==> config.mk <==
export PLATFORM = sky130hd
export DESIGN_NAME = cfa_abs_diff_pipe
export DESIGN_NICKNAME = d
export VERILOG_FILES = /design/src/rtl/cfa_pkg.sv /design/src/rtl/cfa_abs_lane.sv /design/src/rtl/cfa_abs_diff_pipe.sv
export SDC_FILE = /design/constraint.sdc
export NUM_CORES = 1
export LEC_CHECK = 0
export BUFFER_PORTS_ARGS = -buffer_cell sky130_fd_sc_hd__buf_2
export CORE_MARGIN = 3
export CORE_UTILIZATION = 50
export CTS_CLUSTER_DIAMETER = 150
export CTS_CLUSTER_SIZE = 28
export DETAILED_ROUTE_END_ITERATION = 8
export PLACE_DENSITY = 0.77
export SLEW_MARGIN = 0
export SYNTH_ARGS = -nofsm -noshare
export SYNTH_HDL_FRONTEND = slang
export SYNTH_SLANG_ARGS = --single-unit
==> constraint.sdc <==
create_clock -name clk -period 4.1 [get_ports clk]
set_input_delay 1.025 -clock clk [delete_from_list [all_inputs] [get_ports clk]]
set_output_delay 1.025 -clock clk [all_outputs]
set_load 0.01 [all_outputs]
==> src/rtl/cfa_pkg.sv <==
// Shared defaults and helpers for the CFA green abs-diff pipeline.
// Build option: define CFA_ABSDIFF_SAT_EN to clamp over-range |h-v| to the
// output maximum; left undefined, only the low output bits are kept (wrap).
package cfa_pkg;
  localparam int PIXEL_W_DEF = 14;
  localparam int LANES_DEF   = 2;
  localparam int ACC_W_DEF   = 24;

  // Widest signed difference abs_reduce() accepts (MAX_W+1 bits incl. sign).
  localparam int MAX_W = 32;

  // LSB position of a lane within a flat lane-0-in-LSBs bus.
  function automatic int lane_lo(input int lane, input int w);
    return lane * w;
  endfunction

  // Magnitude of a sign-extended difference, reduced to ow bits.
  // Upper bits of the result are always zero; callers size-cast to ow.
  function automatic logic [MAX_W:0] abs_reduce(input logic [MAX_W:0] diff, input int ow);
    logic [MAX_W:0] mag;
    logic [MAX_W:0] lim;
    mag = diff[MAX_W] ? (~diff + {{MAX_W{1'b0}}, 1'b1}) : diff;
    lim = ({{MAX_W{1'b0}}, 1'b1} << ow) - {{MAX_W{1'b0}}, 1'b1};
`ifdef CFA_ABSDIFF_SAT_EN
    if (mag > lim) mag = lim;
`else
    mag = mag;
`endif
    return mag & lim;
  endfunction
endpackage

==> src/rtl/cfa_abs_lane.sv <==
// One lane of the abs-diff datapath: stage-1 difference register and
// stage-2 magnitude/direction registers. Valid/last and stall control
// live in the top; this block only loads when told to.
// Build option: CFA_ABSDIFF_SAT_EN (see cfa_pkg) selects clamp vs wrap.
module cfa_abs_lane
  import cfa_pkg::*;
#(
  parameter int PIXEL_W = PIXEL_W_DEF
) (
  input  logic               clk,
  input  logic               rst_n,
  input  logic               en1_i,
  input  logic               en2_i,
  input  logic [PIXEL_W-1:0] h_i,
  input  logic [PIXEL_W-1:0] v_i,
  output logic [PIXEL_W-2:0] absdiff_o,
  output logic               h_ge_v_o
);
  localparam int AW = PIXEL_W - 1;

  logic [PIXEL_W:0] diff_q, diff_d;
  logic [AW-1:0]    abs_q, abs_d;
  logic             ge_q, ge_d;

  // Next-state: zero-extended subtract; magnitude and sign from stage 1.
  always_comb begin
    diff_d = {1'b0, h_i} - {1'b0, v_i};
    abs_d  = AW'(abs_reduce({{(MAX_W-PIXEL_W){diff_q[PIXEL_W]}}, diff_q}, AW));
    ge_d   = ~diff_q[PIXEL_W];
  end

  // Stage registers load only on their stage enable so stalls hold data.
  always_ff @(posedge clk or negedge rst_n) begin
    if (!rst_n) begin
      diff_q <= '0;
      abs_q  <= '0;
      ge_q   <= 1'b0;
    end else begin
      if (en1_i) diff_q <= diff_d;
      if (en2_i) begin
        abs_q <= abs_d;
        ge_q  <= ge_d;
      end
    end
  end

  assign absdiff_o = abs_q;
  assign h_ge_v_o  = ge_q;
endmodule

==> src/rtl/cfa_abs_diff_pipe.sv <==
// Multi-lane streaming |green_h - green_v| with a 2-stage valid/ready
// pipeline (bubbles collapse, no skid) and a saturating per-line sum.
// Build option: CFA_ABSDIFF_SAT_EN clamps over-range lane results.
module cfa_abs_diff_pipe
  import cfa_pkg::*;
#(
  parameter int PIXEL_W = PIXEL_W_DEF,
  parameter int LANES   = LANES_DEF,
  parameter int ACC_W   = ACC_W_DEF
) (
  input  logic                       clk,
  input  logic                       rst_n,
  input  logic                       s_valid,
  output logic                       s_ready,
  input  logic                       s_last,
  input  logic [LANES*PIXEL_W-1:0]   green_h,
  input  logic [LANES*PIXEL_W-1:0]   green_v,
  output logic                       m_valid,
  input  logic                       m_ready,
  output logic                       m_last,
  output logic [LANES*(PIXEL_W-1)-1:0] m_absdiff,
  output logic [LANES-1:0]           m_h_ge_v,
  output logic [ACC_W-1:0]           line_sum,
  output logic                       line_sum_valid
);
  localparam int AW    = PIXEL_W - 1;
  localparam int SUM_W = AW + $clog2(LANES) + 1;
  localparam int TW    = ((ACC_W > SUM_W) ? ACC_W : SUM_W) + 1;

  logic v1_q, v2_q, last1_q, last2_q;
  logic en1, en2, fire;

  logic [LANES-1:0][AW-1:0] absd;
  logic [LANES-1:0]         ge;

  logic [ACC_W-1:0] acc_q, acc_d;
  logic [ACC_W-1:0] line_sum_q;
  logic             lsv_q;
  logic [SUM_W-1:0] beat_sum;
  logic [TW-1:0]    acc_tot;

  // Stage 2 advances when empty or drained; stage 1 when it can push on.
  assign en2     = !v2_q || m_ready;
  assign en1     = !v1_q || en2;
  assign s_ready = en1;
  assign fire    = v2_q && m_ready;

  // Valid/last pipeline follows the same enables as the lane data regs.
  always_ff @(posedge clk or negedge rst_n) begin
    if (!rst_n) begin
      v1_q    <= 1'b0;
      v2_q    <= 1'b0;
      last1_q <= 1'b0;
      last2_q <= 1'b0;
    end else begin
      if (en1) begin
        v1_q    <= s_valid;
        last1_q <= s_last;
      end
      if (en2) begin
        v2_q    <= v1_q;
        last2_q <= last1_q;
      end
    end
  end

  for (genvar l = 0; l < LANES; l++) begin : g_lane
    cfa_abs_lane #(.PIXEL_W(PIXEL_W)) u_lane (
      .clk       (clk),
      .rst_n     (rst_n),
      .en1_i     (en1),
      .en2_i     (en2),
      .h_i       (green_h[lane_lo(l, PIXEL_W) +: PIXEL_W]),
      .v_i       (green_v[lane_lo(l, PIXEL_W) +: PIXEL_W]),
      .absdiff_o (absd[l]),
      .h_ge_v_o  (ge[l])
    );
  end

  assign m_valid   = v2_q;
  assign m_last    = last2_q;
  assign m_absdiff = absd;
  assign m_h_ge_v  = ge;

  // Lane sum of the output beat and saturating running total.
  always_comb begin
    beat_sum = '0;
    for (int l = 0; l < LANES; l++) beat_sum = beat_sum + SUM_W'(absd[l]);
    acc_tot = TW'(acc_q) + TW'(beat_sum);
    acc_d   = (acc_tot > TW'({ACC_W{1'b1}})) ? {ACC_W{1'b1}} : acc_tot[ACC_W-1:0];
  end

  // Accumulate on each delivered beat; publish and clear on end of line.
  always_ff @(posedge clk or negedge rst_n) begin
    if (!rst_n) begin
      acc_q      <= '0;
      line_sum_q <= '0;
      lsv_q      <= 1'b0;
    end else begin
      lsv_q <= 1'b0;
      if (fire) begin
        if (last2_q) begin
          line_sum_q <= acc_d;
          lsv_q      <= 1'b1;
          acc_q      <= '0;
        end else begin
          acc_q <= acc_d;
        end
      end
    end
  end

  assign line_sum       = line_sum_q;
  assign line_sum_valid = lsv_q;
endmodule

======== After elaboration in Yosys (flattened, before gate mapping) ========
Index checks and enable logic that the tools add are counted.
cells by class
  $add $sub $neg .......................... 6
  multiplexer cells ....................... 6
  multiply operators ...................... 0
  reductions and logical operators ........ 6
  bitwise logic cells ..................... 4
  div/mod/pow operators ................... 0
  magnitude comparators ................... 1
  eq/ne operators ......................... 0
  shift-type cells ........................ 0
operators by type and width
  cell                   count
  $mux 24                2
  $sub 14x14->15         2
  $add 13x1->13 const B  2
  $mux 13                2
  $not 13->13            2
  $add 24x14->25         1
  $gt 25x24->1 const B   1
  $add 13x13->14         1
  $logic_not 1->1        2
  $logic_or 1x1->1       2
  $mux 1                 2
  $not 1->1              2
  $reduce_and 2->1       1
  $logic_and 1x1->1      1
storage, ports and cells
  input port bits ......................... 61
  bits in latches ......................... 0
  register bits ........................... 111
  RAM bits ................................ 0
  output and inout port bits .............. 56
  ROM bits ................................ 0
  memories ................................ 0

======== Longest topological paths before layout ========
  word-level depth ........................ 5
  depth in mapped cells ................... 12

======== Hierarchy ========
Synthesis repeated with hierarchy kept, for this count alone.
unflattened totals
  cells, all modules ...................... 778
  area, all modules ....................... 7238.2 sq um
modules (own cells, without submodules)
  module             cells each  seq. area each (sq um)  instances  area an instance (sq um)
  cfa_abs_lane       210         700.7                   2          1926.8
  cfa_abs_diff_pipe  358         1326.3                  1          3384.5

======== Worst setup path after synthesis ========
Ideal clock, no wire load.
  path type ............................... register to register
  start point ............................. reg g_lane[0].u_lane.abs_q[1]
  end point ............................... reg acc_q[21]
  arrival time ............................ 2.812 ns
  clock period less this slack ............ 2.948 ns
  cell stages (with the launch flop) ...... 13
  path slack .............................. 1.152 ns
  buffers on the path ..................... 1
  library setup time ...................... 0.136 ns
  required time ........................... 3.964 ns
  path through ............................ dfrtp_1 > fa_1 > ha_1 > inv_1 > fa_1 > nand2b_1 > a21oi_1 > o2111ai_1 > a21oi_1 > buf_2 > nand3_1 > nor3_1 > nor3_1
between the ends
  cells in the longest elaborated chain, start to end .. 5
ends and longest elaborated chain
  what                    RTL line                  source
  from (decl)             cfa_abs_lane.sv:22        logic [AW-1:0] abs_q, abs_d;
  from (signal assigned)  cfa_abs_lane.sv:41        abs_q <= abs_d;
  $add 13x13->14 (*)      cfa_abs_diff_pipe.sv:88   for (int l = 0; l < LANES; l++) beat_sum = beat_sum + SUM_W'(absd[l]);
  $add 24x14->25 (*)      cfa_abs_diff_pipe.sv:89   acc_tot = TW'(acc_q) + TW'(beat_sum);
  $gt 25x24->1            cfa_abs_diff_pipe.sv:90   acc_d = (acc_tot > TW'({ACC_W{1'b1}})) ? {ACC_W{1'b1}} : acc_tot[ACC_W-1:0];
  $mux 24 (*)             cfa_abs_diff_pipe.sv:90
  $mux 24 (*)             cfa_abs_diff_pipe.sv:102  if (last2_q) begin
  to (signal assigned)    cfa_abs_diff_pipe.sv:96   acc_q <= '0;
  to (signal assigned)    cfa_abs_diff_pipe.sv:105  acc_q <= '0;
  to (signal assigned)    cfa_abs_diff_pipe.sv:107  acc_q <= acc_d;
  to (decl)               cfa_abs_diff_pipe.sv:36   logic [ACC_W-1:0] acc_q, acc_d;
Mark *: on every way between the ends. The rest lies on a longest branch, timed or not.
A chain may end at the register's enable or synchronous reset.

======== Worst setup path after layout ========
  start point ............................. reg g_lane[0].u_lane.abs_q[1]
  end point ............................... reg acc_q[19]
The elaborated chain is that of the path after synthesis.

==> flow_results.org <==
** Clocking
- Clock-pin slew was measured on the worst setup and hold paths at 70 ps.
- Number of buffers on the longest clock path :: 2
- Clock latency of the later-clocked register in the worst-skew pair :: 350 ps
- TritonCTS sink count :: 109
- Level count of the clock H-tree :: 3
- Post-CTS sizing :: 0
- CTS buffer count :: 9
- TritonCTS built the clock tree.
- Post-CTS timing repair inserted 0 buffers for setup.
- CTS placed an instance of sky130_fd_sc_hd__clkbuf_16 at the clock tree root.
- The number of hold buffers added after CTS was 0.

** Worst hold path
- Hold-critical path endpoint :: m_valid
- The tightest min-delay check is of the flop to flop type.
- The worst hold path begins at v1_q.
- Along the worst hold path, the cell count comes to 1.

** Routing
- In the final routed layout, each cell accounts on average for 14.3 microns.
- The first detailed-routing pass took 5 iterations.
- Using the TritonRoute via totals, the vias-per-cell ratio works out to 5.29.
- Antenna viol nets, final :: 0
- Initial drt markers :: around 380
- Wirelength, routed :: roughly 15000 microns
- Post-route DRC :: 0
- Summing over every cut layer, the via total after detailed routing is 5515.

** Global routing
- Entering global routing, the biggest net connects 70 pins.
- The number of global-route vias before repair came to ~5300.
- Global Route Usage Sum :: 0.207
- For this run the aggregate overflow at the end of global routing stands at 0.
- The initial antenna violation count is 0.
- The first global-routing pass estimated 25200 microns of wire.

** Synth
- The share of the Yosys chip area taken by registers is 0.397.
- Synthesis produced a netlist whose cell count is 758.
- Number of warning messages in the yosys log :: 0
- Yosys top cell by area :: sky130_fd_sc_hd__dfrtp_1
- Ys flop type :: sky130_fd_sc_hd__dfrtp_1
- Post-synthesis register bit count :: 109
- A synthesized cell averages 9.05 sq um.
- The number of nets handed over by synthesis was 878.
- By area the synthesized netlist is led by sky130_fd_sc_hd__dfrtp_1, sky130_fd_sc_hd__ha_1, sky130_fd_sc_hd__o21ai_0.
- EDFF count, synth :: 0
- Post-synthesis cell area :: 6860 sq um
- Async SR Flop Fraction :: 1.00
- Post-synth cell types :: 57
- Portion of synthesized cell area occupied by the leading cell type :: 0.397

** Timing
- At the pin with the least slew margin, the transition time is about 700 ps.
- Setup violations remaining at the end of the flow were counted as 0.
- Peak Freq :: 306 MHz
- Clock Skew :: 10.8 ps
- Final number of max-transition violations :: 0
- Headroom to the max-slew limit came out at 0.531.
- The number of endpoints with negative hold slack in the final report came to 0.
- Final setup slack of the worst path :: roughly 830 ps
- Ratio of final minimum period to clock period :: 0.798
- On the final layout, the worst hold slack is about 470 ps.
- Summed over all failing endpoints, the final setup total negative slack is 0 ps.
- After layout, the minimum clock period comes to 3270 ps.
- Unrepaired setup endpoints after global routing :: no

** Finish
- Of the cells placed in the final design, the portion with a size suffix greater than 1 is 0.188.
- Total area of sequential cells :: 2730 sq um
- Final design area excluding fillers :: about 7900 sq um
- Layout overhead on the synthesized area :: 15.8%
- Leaving out fill and tap cells, the most frequent cell in the layout is sky130_fd_sc_hd__buf_2.
- In the final layout, the multi-input gates occupy 3840 sq um.
- The number of antenna diodes in the final layout is 0.
- Final #Nets :: roughly 980
- Leaving out fill and tap cells, the most frequent cells in the layout are sky130_fd_sc_hd__buf_2, sky130_fd_sc_hd__dfrtp_1, sky130_fd_sc_hd__nand2_1.
- Non-filler cells in the finished layout :: 1042
- After filler insertion, the fill cell instance count of the layout stands at 1202.

** Power
- The share of total power dissipated in sequential elements is 0.305.
- Of the total power, the clock network draws 0.176.
- Of the total power, combinational logic draws 0.520.
- Pleak :: 0.00380 uW
- For this design the total switching power over the nets is 2390 uW.
- Switching power share of the total :: 0.429
- Internal power comes to around 3200 uW.
- Dividing total power by cell area gives a power density of approximately 700 nW/um^2.
- VDD sags by at most 0.000367 V.

** Place
- Once placement completed, the tool counted placed cells totaling 1026.
- HPWL after detailed placement :: 11500 microns
- Final estimated routing congestion in global placement :: around 0.9
- Placement Setup Slack :: roughly 860 ps
- Port buffer count :: roughly 120
- Instance area at placement :: 7600 sq um

** Floorplanning
- Number of ports placed on the die boundary :: 117
- The die is roughly 120 microns wide.
- The die covers 15200 sq um.
- The initial utilization of the core area, before any placement, comes to 0.514.
- Count of standard-cell rows :: 42
- The core region is 13300 sq um.
- In this run the vertical extent of the chip is 123 microns.

** Run
- Across the run, the number of max-cap violations was 0.

** Worst setup path
- The worst setup path is of the flop to flop kind.
- Critical R2R Capture :: acc_q[19]
- Data on the critical path arrives at its endpoint at about 3500 ps.
- In this run the worst path has a maximum fanout of 11.
- Endpoint class of the critical path :: flop
- For the worst setup path, the data required time is roughly 4300 ps.
- STA classifies the critical path startpoint as a flop.
- The startpoint identified for the worst register-to-register timing path is g_lane[0].u_lane.absdiff_o[1].
- Counting cells, the worst reg-to-reg path comes to 12.
- Across all register-to-register paths, the minimum setup slack is 830 ps.

** Run status
- The run finished with clean final reports.
-- critical path: stages, from the launching register on --
cell	delay [ps]
sky130_fd_sc_hd__dfrtp_1	410
sky130_fd_sc_hd__fa_1	550
sky130_fd_sc_hd__ha_1	190
sky130_fd_sc_hd__inv_1	70
sky130_fd_sc_hd__fa_1	380
sky130_fd_sc_hd__nand2b_1	200
sky130_fd_sc_hd__a21oi_1	340
sky130_fd_sc_hd__o2111ai_1	160
sky130_fd_sc_hd__a21oi_1	150
sky130_fd_sc_hd__buf_4	180
sky130_fd_sc_hd__nor3b_1	340
sky130_fd_sc_hd__o21a_1	160
sky130_fd_sc_hd__nor2_1	30
-- metrics by stage --
step / total power [uW] / util
2_1_floorplan: 3780 / -
3_3_place_gp: 4530 / 0.570
3_5_place_dp: 4600 / 0.570
5_1_grt: 6110 / 0.596
4_1_cts: 5590 / 0.596
6_report: 5590 / 0.596
-- power groups by stage --
stage / Sequential, uW / Combinational (uW) / Clock (uW)
4_1_cts: 1700 / 2900 / 993
6_report: 1700 / 2900 / 981
2_1_floorplan: 1720 / 2060 / 0
3_3_place_gp: 1710 / 2820 / 0
5_1_grt: 1750 / 3330 / 1030
3_5_place_dp: 1720 / 2880 / 0
-- area by class of cell --
type / count / share of cell area
clock inverters: 4 / 0.00976
multi-input cells: 574 / 0.483
repair buffers: 124 / 0.0825
flip-flops and latches: 109 / 0.343
inverters: 43 / 0.0203
well taps: 176 / 0.0277
clock buffers: 12 / 0.0335
-- synthesized netlist by cell type, types with 10 or more instances --
library cell               number
sky130_fd_sc_hd__fa_1          16
sky130_fd_sc_hd__nor2_1        61
sky130_fd_sc_hd__clkbuf_1      21
sky130_fd_sc_hd__o21ai_0       82
sky130_fd_sc_hd__nor3_1        16
sky130_fd_sc_hd__a211oi_1      10
sky130_fd_sc_hd__inv_1         42
sky130_fd_sc_hd__xor2_1        35
sky130_fd_sc_hd__o21a_1        11
sky130_fd_sc_hd__a21oi_1       53
sky130_fd_sc_hd__dfrtp_1      109
sky130_fd_sc_hd__xnor2_1       17
sky130_fd_sc_hd__nand2_1      107
sky130_fd_sc_hd__ha_1          43
-- how the worst max path moves through the flow --
stage                             startpoint                          end  slack, ps  cells past startpoint
2_1_floorplan  g_lane[0].u_lane.absdiff_o[1]                    acc_q[21]       1150                     12
3_3_place_gp                     green_h[14]  g_lane[1].u_lane.diff_q[14]        960                     11
3_5_place_dp   g_lane[0].u_lane.absdiff_o[1]                    acc_q[19]        860                     12
4_1_cts        g_lane[0].u_lane.absdiff_o[1]                    acc_q[19]        840                     12
5_1_grt        g_lane[0].u_lane.absdiff_o[1]                    acc_q[19]        660                     12
6_report       g_lane[0].u_lane.absdiff_o[1]                    acc_q[19]        830                     12
-- state kept, by name (all words and copies together), names as in the netlist --
| name | flops |
|---|---|
| acc_q | 24 |
| g_lane.u_lane.absdiff_o | 26 |
| g_lane.u_lane.diff_q | 28 |
| g_lane.u_lane.h_ge_v_o | 2 |
| last1_q | 1 |
| line_sum | 24 |
| line_sum_valid | 1 |
| m_last | 1 |
| m_valid | 1 |
| v1_q | 1 |
-- metal layers --
metal	track usage	vias up	share of wire
met5	0	-	0
met4	0.0581	0	0.017
met3	0.0325	19	0.048
met2	0.329	136	0.46
met1	0.296	2533	0.48
li1	-	2827	-
-- cells by family after synthesis --
| group | Yosys count | share of synthesized area |
|---|---|---|
| AOI/OAI and AO/OA | 209 | 0.191 |
| xor gates and xnor gates | 52 | 0.0664 |
| adders and majority gates | 59 | 0.125 |
| buffers and inverters | 75 | 0.0441 |
| DFF | 109 | 0.397 |
| muxes | 7 | 0.0108 |
| and+or+nand+nor | 247 | 0.165 |
Power figures use the tool's default switching activity.
